--- config.mk ---
export PLATFORM = sky130hd
export DESIGN_NAME = text_streamer
export DESIGN_NICKNAME = d
export VERILOG_FILES = /design/src/rtl/text_streamer.sv
export SDC_FILE = /design/constraint.sdc
export NUM_CORES = 1
export LEC_CHECK = 0
export ABC_AREA = 1
export BUFFER_PORTS_ARGS = -buffer_cell sky130_fd_sc_hd__buf_2
export CAP_MARGIN = 15
export CORE_UTILIZATION = 25
export DETAILED_ROUTE_END_ITERATION = 8
export PLACE_DENSITY = 0.46
export SLEW_MARGIN = 10
export SYNTH_ARGS = -nofsm -noshare
export SYNTH_HDL_FRONTEND = slang
export SYNTH_SLANG_ARGS = --single-unit
export TNS_END_PERCENT = 20
--- constraint.sdc ---
create_clock -name clk_in -period 1.85 [get_ports clk_in]
set_clock_uncertainty 0.1 [all_clocks]
set_input_delay 0 -clock clk_in [delete_from_list [all_inputs] [get_ports clk_in]]
set_output_delay 0 -clock clk_in [all_outputs]
set_load 0.01 [all_outputs]
--- src/rtl/text_streamer.sv ---
// text_streamer: replays program text from a byte-wide BRAM as a paced character stream, twice.
// Optional build macro COMMENT_STRIP_EN suppresses '#' comments up to end of line.
`default_nettype none

module text_streamer #(
  parameter int CHAR_PER_LINE = 64,
  parameter int NUMBER_LINES  = 256,
  parameter int TEXT_DEPTH    = 16384,
  parameter int BRAM_LATENCY  = 2,
  parameter int GAP           = 2,
  localparam int AW = $clog2(TEXT_DEPTH),
  localparam int CW = $clog2(CHAR_PER_LINE),
  localparam int LW = $clog2(NUMBER_LINES)
) (
  input  logic          clk_in,
  input  logic          rst_n_in,
  input  logic          start_in,
  input  logic [AW:0]   text_len_in,
  output logic [AW-1:0] text_addr_out,
  input  logic [7:0]    text_data_in,
  output logic          new_line,
  output logic          new_character,
  output logic [7:0]    incoming_character,
  output logic [LW-1:0] line_count,
  output logic [CW-1:0] char_count,
  output logic [1:0]    pass_out,
  output logic          busy,
  output logic          done,
  output logic          error_flag
);

  localparam int GW = (GAP > 1) ? $clog2(GAP + 1) : 1;
  localparam int BW = (BRAM_LATENCY > 1) ? $clog2(BRAM_LATENCY + 1) : 1;

  typedef enum logic [3:0] {
    S_IDLE, S_SOL, S_FETCH, S_WAIT, S_EMIT, S_EOL_CHAR, S_GAPW, S_PASS_END, S_DONE
  } state_t;

  state_t        state_q, state_d, pend_q, pend_d;
  logic [AW:0]   addr_q, addr_d, len_q, len_d;
  logic [1:0]    pass_q, pass_d;
  logic          busy_q, busy_d, err_q, err_d, done_q, done_d;
  logic          nl_q, nl_d, nc_q, nc_d;
  logic [7:0]    chr_q, chr_d;
  logic [LW-1:0] line_q, line_d;
  logic [CW-1:0] ccnt_q, ccnt_d;
  logic [GW-1:0] gap_q, gap_d;
  logic [BW-1:0] wcnt_q, wcnt_d;
  logic          inc_q, inc_d, eot_q, eot_d;
`ifdef COMMENT_STRIP_EN
  logic          incom_q, incom_d;
`endif
  logic          w_abort;

  always_comb begin
    state_d = state_q;
    pend_d  = pend_q;
    addr_d  = addr_q;
    len_d   = len_q;
    pass_d  = pass_q;
    busy_d  = busy_q;
    err_d   = err_q;
    done_d  = 1'b0;
    nl_d    = 1'b0;
    nc_d    = 1'b0;
    chr_d   = chr_q;
    line_d  = line_q;
    ccnt_d  = ccnt_q;
    gap_d   = gap_q;
    wcnt_d  = wcnt_q;
    inc_d   = inc_q;
    eot_d   = eot_q;
`ifdef COMMENT_STRIP_EN
    incom_d = incom_q;
`endif
    w_abort = 1'b0;

    case (state_q)
      S_IDLE, S_DONE: begin
        if (start_in) begin
          len_d   = text_len_in;
          pass_d  = 2'd1;
          busy_d  = 1'b1;
          addr_d  = '0;
          err_d   = 1'b0;
          line_d  = '0;
          ccnt_d  = '0;
          inc_d   = 1'b0;
          eot_d   = 1'b0;
`ifdef COMMENT_STRIP_EN
          incom_d = 1'b0;
`endif
          state_d = S_SOL;
        end
      end
      S_SOL: begin
        nl_d    = 1'b1;
        ccnt_d  = '0;
        gap_d   = GW'(GAP - 1);
        pend_d  = S_FETCH;
        state_d = S_GAPW;
      end
      S_GAPW: begin
        // char_count steps the cycle after the character pulse is visible
        if (inc_q) begin
          ccnt_d = ccnt_q + 1'b1;
          inc_d  = 1'b0;
        end
        if (gap_q == '0) begin
          case (pend_q)
            S_SOL: begin
              if (line_q == LW'(NUMBER_LINES - 1)) begin
                w_abort = 1'b1;
              end else begin
                line_d  = line_q + 1'b1;
                state_d = S_SOL;
              end
            end
            S_PASS_END: begin
              gap_d   = GW'(GAP - 1);
              state_d = S_PASS_END;
            end
            default: state_d = S_FETCH;
          endcase
        end else begin
          gap_d = gap_q - 1'b1;
        end
      end
      S_FETCH: begin
        if (addr_q == len_q) begin
          if (ccnt_q != '0) begin
            eot_d   = 1'b1;
            state_d = S_EOL_CHAR;
          end else begin
            gap_d   = GW'(GAP - 1);
            state_d = S_PASS_END;
          end
        end else begin
          wcnt_d  = BW'(BRAM_LATENCY - 1);
          state_d = S_WAIT;
        end
      end
      S_WAIT: begin
        if (wcnt_q == '0) state_d = S_EMIT;
        else              wcnt_d  = wcnt_q - 1'b1;
      end
      S_EMIT: begin
        if (text_data_in == 8'h0D) begin
          addr_d  = addr_q + 1'b1;
          state_d = S_FETCH;
        end else if (text_data_in == 8'h0A) begin
          addr_d  = addr_q + 1'b1;
`ifdef COMMENT_STRIP_EN
          incom_d = 1'b0;
`endif
          state_d = S_EOL_CHAR;
        end
`ifdef COMMENT_STRIP_EN
        else if (incom_q || text_data_in == 8'h23) begin
          incom_d = 1'b1;
          addr_d  = addr_q + 1'b1;
          state_d = S_FETCH;
        end
`endif
        else if (ccnt_q == CW'(CHAR_PER_LINE - 1)) begin
          w_abort = 1'b1;
        end else begin
          chr_d   = text_data_in;
          nc_d    = 1'b1;
          inc_d   = 1'b1;
          addr_d  = addr_q + 1'b1;
          gap_d   = GW'(GAP - 1);
          pend_d  = S_FETCH;
          state_d = S_GAPW;
        end
      end
      S_EOL_CHAR: begin
        chr_d   = 8'h0A;
        nc_d    = 1'b1;
        gap_d   = GW'(GAP - 1);
        pend_d  = eot_q ? S_PASS_END : S_SOL;
        state_d = S_GAPW;
      end
      S_PASS_END: begin
        if (gap_q != '0) begin
          gap_d = gap_q - 1'b1;
        end else if (pass_q == 2'd1) begin
          pass_d  = 2'd2;
          addr_d  = '0;
          line_d  = '0;
          ccnt_d  = '0;
          eot_d   = 1'b0;
`ifdef COMMENT_STRIP_EN
          incom_d = 1'b0;
`endif
          state_d = S_SOL;
        end else begin
          done_d  = 1'b1;
          busy_d  = 1'b0;
          pass_d  = 2'd0;
          state_d = S_DONE;
        end
      end
      default: state_d = S_IDLE;
    endcase

    // Overflow abandons the run without a second pass
    if (w_abort) begin
      err_d   = 1'b1;
      done_d  = 1'b1;
      busy_d  = 1'b0;
      pass_d  = 2'd0;
      nc_d    = 1'b0;
      state_d = S_DONE;
    end
  end

  always_ff @(posedge clk_in or negedge rst_n_in) begin
    if (!rst_n_in) begin
      state_q <= S_IDLE;
      pend_q  <= S_FETCH;
      addr_q  <= '0;
      len_q   <= '0;
      pass_q  <= 2'd0;
      busy_q  <= 1'b0;
      err_q   <= 1'b0;
      done_q  <= 1'b0;
      nl_q    <= 1'b0;
      nc_q    <= 1'b0;
      chr_q   <= 8'h00;
      line_q  <= '0;
      ccnt_q  <= '0;
      gap_q   <= '0;
      wcnt_q  <= '0;
      inc_q   <= 1'b0;
      eot_q   <= 1'b0;
`ifdef COMMENT_STRIP_EN
      incom_q <= 1'b0;
`endif
    end else begin
      state_q <= state_d;
      pend_q  <= pend_d;
      addr_q  <= addr_d;
      len_q   <= len_d;
      pass_q  <= pass_d;
      busy_q  <= busy_d;
      err_q   <= err_d;
      done_q  <= done_d;
      nl_q    <= nl_d;
      nc_q    <= nc_d;
      chr_q   <= chr_d;
      line_q  <= line_d;
      ccnt_q  <= ccnt_d;
      gap_q   <= gap_d;
      wcnt_q  <= wcnt_d;
      inc_q   <= inc_d;
      eot_q   <= eot_d;
`ifdef COMMENT_STRIP_EN
      incom_q <= incom_d;
`endif
    end
  end

  assign text_addr_out      = addr_q[AW-1:0];
  assign new_line           = nl_q;
  assign new_character      = nc_q;
  assign incoming_character = chr_q;
  assign line_count         = line_q;
  assign char_count         = ccnt_q;
  assign pass_out           = pass_q;
  assign busy               = busy_q;
  assign done               = done_q;
  assign error_flag         = err_q;

endmodule

`default_nettype wire

# Yosys cells after proc, flatten, opt, wreduce, memory -nomap -nowiden

Cells that the tools add are included.

Add/subtract/negate cells: 5
Eq/ne operators: 41
Mux-type cells: 93
Reductions and logical operators: 33

Operators with widths:

| operator                                            | count |
|---|---|
| two-way mux 15 bit                                  | 6 |
| two-way mux 8 bit                                   | 9 |
| two-way mux 4 bit                                   | 14 |
| case mux 15 bit (3 select lines)                    | 1 |
| two-way mux 2 bit                                   | 15 |
| != test 2 bit, second input constant                | 15 |
| two-way mux 1 bit                                   | 29 |
| case mux 4 bit (7 select lines)                     | 1 |
| two-way mux 6 bit                                   | 4 |
| case mux 6 bit (4 select lines)                     | 1 |
| case mux 8 bit (3 select lines)                     | 1 |
| equality test 4 x 3 -> 1 bit, second input constant | 5 |
| nonzero test 3 bit                                  | 6 |
| equality test 8 x 4 -> 1 bit, second input constant | 2 |
| case mux 8 bit (2 select lines)                     | 1 |
| adder 15 x 1 -> 15 bit, second input constant       | 1 |
| equality test 15 bit                                | 1 |
| != test 3 bit, second input constant                | 5 |
| AND reduction 5 bit                                 | 3 |
| case mux 4 bit (3 select lines)                     | 1 |
| AND reduction 4 bit                                 | 3 |
| AND reduction 6 bit                                 | 2 |
| case mux 2 bit (5 select lines)                     | 1 |
| nonzero test 2 bit                                  | 5 |
| other kinds (28)                                    | 40 |

Bits in registers: 73
Input bits: 26
Output and inout bits: 43
Word-level logic and storage cells: 189

# Logic depth before layout (Yosys ltp)

Depth in word-level cells: 7
Gate-level depth with buffers: 12

# Worst setup path before layout

No wires, ideal clock.

Path kind: reg-to-reg
From: register ccnt_q[1] (netlist: char_count[1])
To: register addr_q[9]
Setup time: 0.119 ns
Arrival: 1.511 ns
Slack: 0.120 ns
Cell stages (with the launch flop): 11
Clock period less this slack: 1.730 ns
Cell sequence: dfrtp_1 ha_1 nand3_1 nor2_1 nand2_2 nand3b_4 nand2_4 inv_4 buf_6 nand2_1 o21ai_2

Word-level cells in the longest chain between the ends: 3

Ends and longest elaborated chain:

| what                          | RTL line | text |
|---|---|---|
| start: declaration            | 46       | `logic [CW-1:0] ccnt_q, ccnt_d;` |
| start signal: assignment      | 253      | `ccnt_q <= ccnt_d;` |
| equality test 6 bit           | 165      | `else if (ccnt_q == CW'(CHAR_PER_LINE - 1)) begin` |
| != test 4 bit (no line)       | -        |  |
| AND reduction 5 bit (no line) | -        |  |
| end signal: assignment        | 243      | `addr_q <= addr_d;` |
| end: declaration              | 40       | `logic [AW:0] addr_q, addr_d, len_q, len_d;` |

No other way between the ends.
A chain may end at the register's enable or synchronous reset.

# Worst setup path in the final report

From: register state_q[2]
To: register ccnt_q[4] (netlist: char_count[4])

Word-level cells in the longest chain between the ends: 4

Ends and longest elaborated chain:

| what                                                                 | RTL line | text |
|---|---|---|
| start: declaration                                                   | 39       | `state_t state_q, state_d, pend_q, pend_d;` |
| start signal: assignment                                             | 241      | `state_q <= state_d;` |
| equality test 4 bit / zero test 4 bit (equally long branches)        | 78       | `case (state_q)` |
| OR reduction 2 bit                                                   | 78       |  |
| nonzero test 4 bit (no line) / != test 2 bit (equally long branches) | -        |  |
| AND reduction 5 bit (no line)                                        | -        |  |

Several ways; a longest one is shown, not always the timed one.

==> run summary <==
The number of standard cells after synthesis came out at 591. The aggregate global routing overflow came out at 0. The most used flip-flop cell after synthesis is sky130_fd_sc_hd__dfrtp_1. The minimum setup slack after placement is 0.00593 ns. The final count of negative-setup-slack endpoints is 0. The cell with the most instances after synthesis is sky130_fd_sc_hd__nand2_1. The width of the die is 134 µm.

The level count of the clock H-tree came out at 3. The number of buffers created by CTS came out at 9. The die area is 0.0181 mm².

After layout, the minimum clock period comes to 1.73 ns. After detailed routing, the average wire length per cell comes to 12.5 µm. Global routing used 14.0% of the available tracks. The maximum number of pins on one net before global-route repair came out at 42. The repair_antennas step left the layout with diodes totalling 0. The post-synth net total came out at 624.

Timing would allow up to 580 MHz. The starting density of the core is 25.5%. After synthesis, the cell types taking the most area are sky130_fd_sc_hd__dfrtp_1 41%, sky130_fd_sc_hd__nand2_1 16%, sky130_fd_sc_hd__nor2_1 5.6%. The fraction of final layout cells with drive strength greater than 1 came out at 25.2%. The fraction of the mapped netlist area in compound gates is 9.01%. The synthesized netlist devotes 3.79% of its cell area to XOR and XNOR gates. The number of top-level pins came out at 69. The post-route standard cell area excluding fillers is 0.00571 mm².

The layout overhead on the synthesized area is 30.1%. At the end of the flow, the number of nets in the layout was 747. The worst path uses 93.3% of the clock period. The first TritonRoute pass finished after 4 iterations. The die height came out at 134 µm.

After filler insertion, the fill cell instance count of the layout stands at 1,829. The number of buffers added on ports is 68. The area of the core is 0.0172 mm². The top cell type's share of synthesized area is 40.5%. The final route contains 4,074 vias.

Setup repair after global routing could not meet its margin everywhere. The commonest cells after synthesis are 182 x sky130_fd_sc_hd__nand2_1, 71 x sky130_fd_sc_hd__dfrtp_1, 65 x sky130_fd_sc_hd__nor2_1. The slew at the pin closest to its max-slew limit is 0.499 ns. The number of global-route vias before repair came out at 4,048. The synthesized design contains 0 enable-type register cells. The flip-flop and latch count after synthesis came out at 72. At the later pin of the worst-skew pair, clock insertion delay measures 0.34 ns. STA puts the critical path data required time at 1.97 ns.

The remaining design rule violation count is 0. The minimum setup slack in the final design came out at 0.125 ns. The peak ir drop on the vdd network is 589 µV.

The worst hold-check path type is input pin to async pin. The count of cells in the finished layout, fillers not included, comes to 942. The combined area of all synthesized cells is 0.00439 mm². The max-slew violation count was 0. The initial DRC count came out at 218. The wire length after detailed routing came out at 11,800 µm. The static leakage power is 0.00280 µW. Of all nets on the critical path, the largest fanout is 8. The warning count from the yosys run is 0.

The clock passes through at most 2 buffers. After synthesis, the netlist uses 35 different library cells. The largest family of logic cells by synthesized area is simple AND/OR/NAND/NOR gates. The clock tree from TritonCTS is done. The clock edge transition at the registers on the reported setup and hold paths came out at 0.06 ns. The relative slew slack is 66.5%. Tracing the worst setup path back leads to its startpoint at state_q[2]. The proportion of register bits with asynchronous set or reset after synthesis came out at 100%. The proportion of synthesized chip area in sequential cells is 41.1%.

The initial antenna violation count came out at 0. The placer congestion estimate is 0.856. Including well taps, the total number of placed cells is 899.

The sort of element at the start of the critical path is a register. The average instance in the mapped netlist occupies 7.42 µm². The biggest area contributor in the post-synthesis netlist is sky130_fd_sc_hd__dfrtp_1.

The arrival time of the worst setup path came out at 1.85 ns. The run finished with clean final reports. In this run the critical register-to-register path is launched from state_q[2]. The share of synthesized area spent on multiplexers is 0%. The tree is rooted in a sky130_fd_sc_hd__clkbuf_16. The post-place instance area came out at 0.00512 mm². After Yosys synthesis, and, or, nand and nor cells account for 33.7% of the synthesized area. Dividing total power by cell area gives a power density of 1300 mW/mm². The number of nets with antenna violations after detailed routing came out at 0.

The number of cell rows is 48. The final worst hold slack came out at 0.0664 ns. The worst setup path is of the register to register kind. The worst setup path is captured at a register. The final-report hold violation count came out at 0. The number of vias per cell after detailed routing came out at 4.32. The count of maximum capacitance violations is 0. The clock net in this run drives a total of 72 sinks. The arithmetic-cell share of the synthesized area counting full adders, half adders and majority gates is 2.00%.

The placed wire-length estimate after detailed placement is 8910 µm. The global-route wire length before repair came out at 19,900 µm.
-- what timing repair did --
action                                  4_1_cts  5_1_grt
resized for setup                             1       16
endpoints found under the hold margin        95        0
setup buffers                                 0        5
hold buffers                                 24        0
endpoints found under the setup margin        3       49
pin swaps                                     0        3
-- registers in the layout, indices dropped and copies added, names as in the netlist --
signal / flops
eot_q: 1
inc_q: 1
char_count: 6
line_count: 8
pend_q: 3
done: 1
busy: 1
error_flag: 1
len_q: 15
new_line: 1
addr_q: 15
state_q: 4
gap_q: 2
incoming_character: 8
wcnt_q: 2
new_character: 1
pass_out: 2
-- worst paths after layout --
check	to	slack (ns)	cells past startpoint
setup / recovery	char_count[4]	0.12	10
hold / removal	len_q[0]	0.07	2
setup reg to reg	char_count[4]	0.12	10
hold reg to reg	error_flag	0.38	2
max in group asynchronous	line_count[1]	1.00	3
min in group clk_in	busy	0.11	6
-- metrics by stage --
| step | setup TNS (ns) | utilization, % | total power (µW) |
|---|---|---|---|
| 4_1_cts | 0 | 32.6 | 7460 |
| 2_1_floorplan | 0 | - | 4770 |
| 6_report | 0 | 33.1 | 7420 |
| 5_1_grt | -0.0794 | 33.1 | 8110 |
| 3_5_place_dp | 0 | 29.7 | 5780 |
| 3_3_place_gp | 0 | 29.7 | 5720 |
-- per-layer routing --
layer / vias to the layer above / routed length (µm) / global-route usage [%]
met4: 0 / 204 / 4.12
met5: - / 0 / 0
li1: 2108 / - / -
met1: 1858 / 5490 / 17.9
met2: 88 / 5520 / 23.1
met3: 20 / 600 / 3.87
-- power by group --
group | leakage, µW | switching, µW | internal (µW) | total [µW]
combinational | 0.00173 | 2220 | 1310 | 3530
clock | 0.000126 | 650 | 929 | 1580
sequential | 0.000940 | 288 | 2030 | 2320
-- layout make-up --
cell class	count	area, µm²	area share [%]
tap	225	282	4.93
inverter	66	258	4.52
timing repair buffer	137	933	16.4
sequential	72	1800	31.6
multi-input combinational	428	2170	38.1
clock inverter	1	5.00	0.0877
clock buffer	13	250	4.39
-- worst max-delay path, stage by stage (launching register included) --
cell and delay (ns):
sky130_fd_sc_hd__dfrtp_1 0.41, sky130_fd_sc_hd__inv_2 0.13, sky130_fd_sc_hd__nor2_4 0.06, sky130_fd_sc_hd__nand2_2 0.19, sky130_fd_sc_hd__inv_2 0.12, sky130_fd_sc_hd__nor3_1 0.18, sky130_fd_sc_hd__nor2_1 0.07, sky130_fd_sc_hd__nand2_2 0.14
sky130_fd_sc_hd__inv_2 0.08, sky130_fd_sc_hd__nand2_1 0.06, sky130_fd_sc_hd__o21ai_0 0.07
-- cells in the final DEF (no fill, tap or decap), types with 18 or more instances in the layout --
cell                            Yosys  final
sky130_fd_sc_hd__buf_2              1     67
sky130_fd_sc_hd__buf_4             15     45
sky130_fd_sc_hd__dfrtp_1           71     71
sky130_fd_sc_hd__dlygate4sd3_1      0     24
sky130_fd_sc_hd__inv_1             58     57
sky130_fd_sc_hd__nand2_1          182    181
sky130_fd_sc_hd__nand3_1           38     37
sky130_fd_sc_hd__nor2_1            65     60
sky130_fd_sc_hd__nor3_1            18     18
sky130_fd_sc_hd__o21ai_0           28     28
-- cells by family after synthesis --
logic type	after synthesis
xor gates and xnor gates	19
adders and majority gates	7
buffers and inverters	91
and+or+nand+nor	337
DFF	72
AOI/OAI and AO/OA	65
Note: power is estimated with default switching activity, not from simulation.
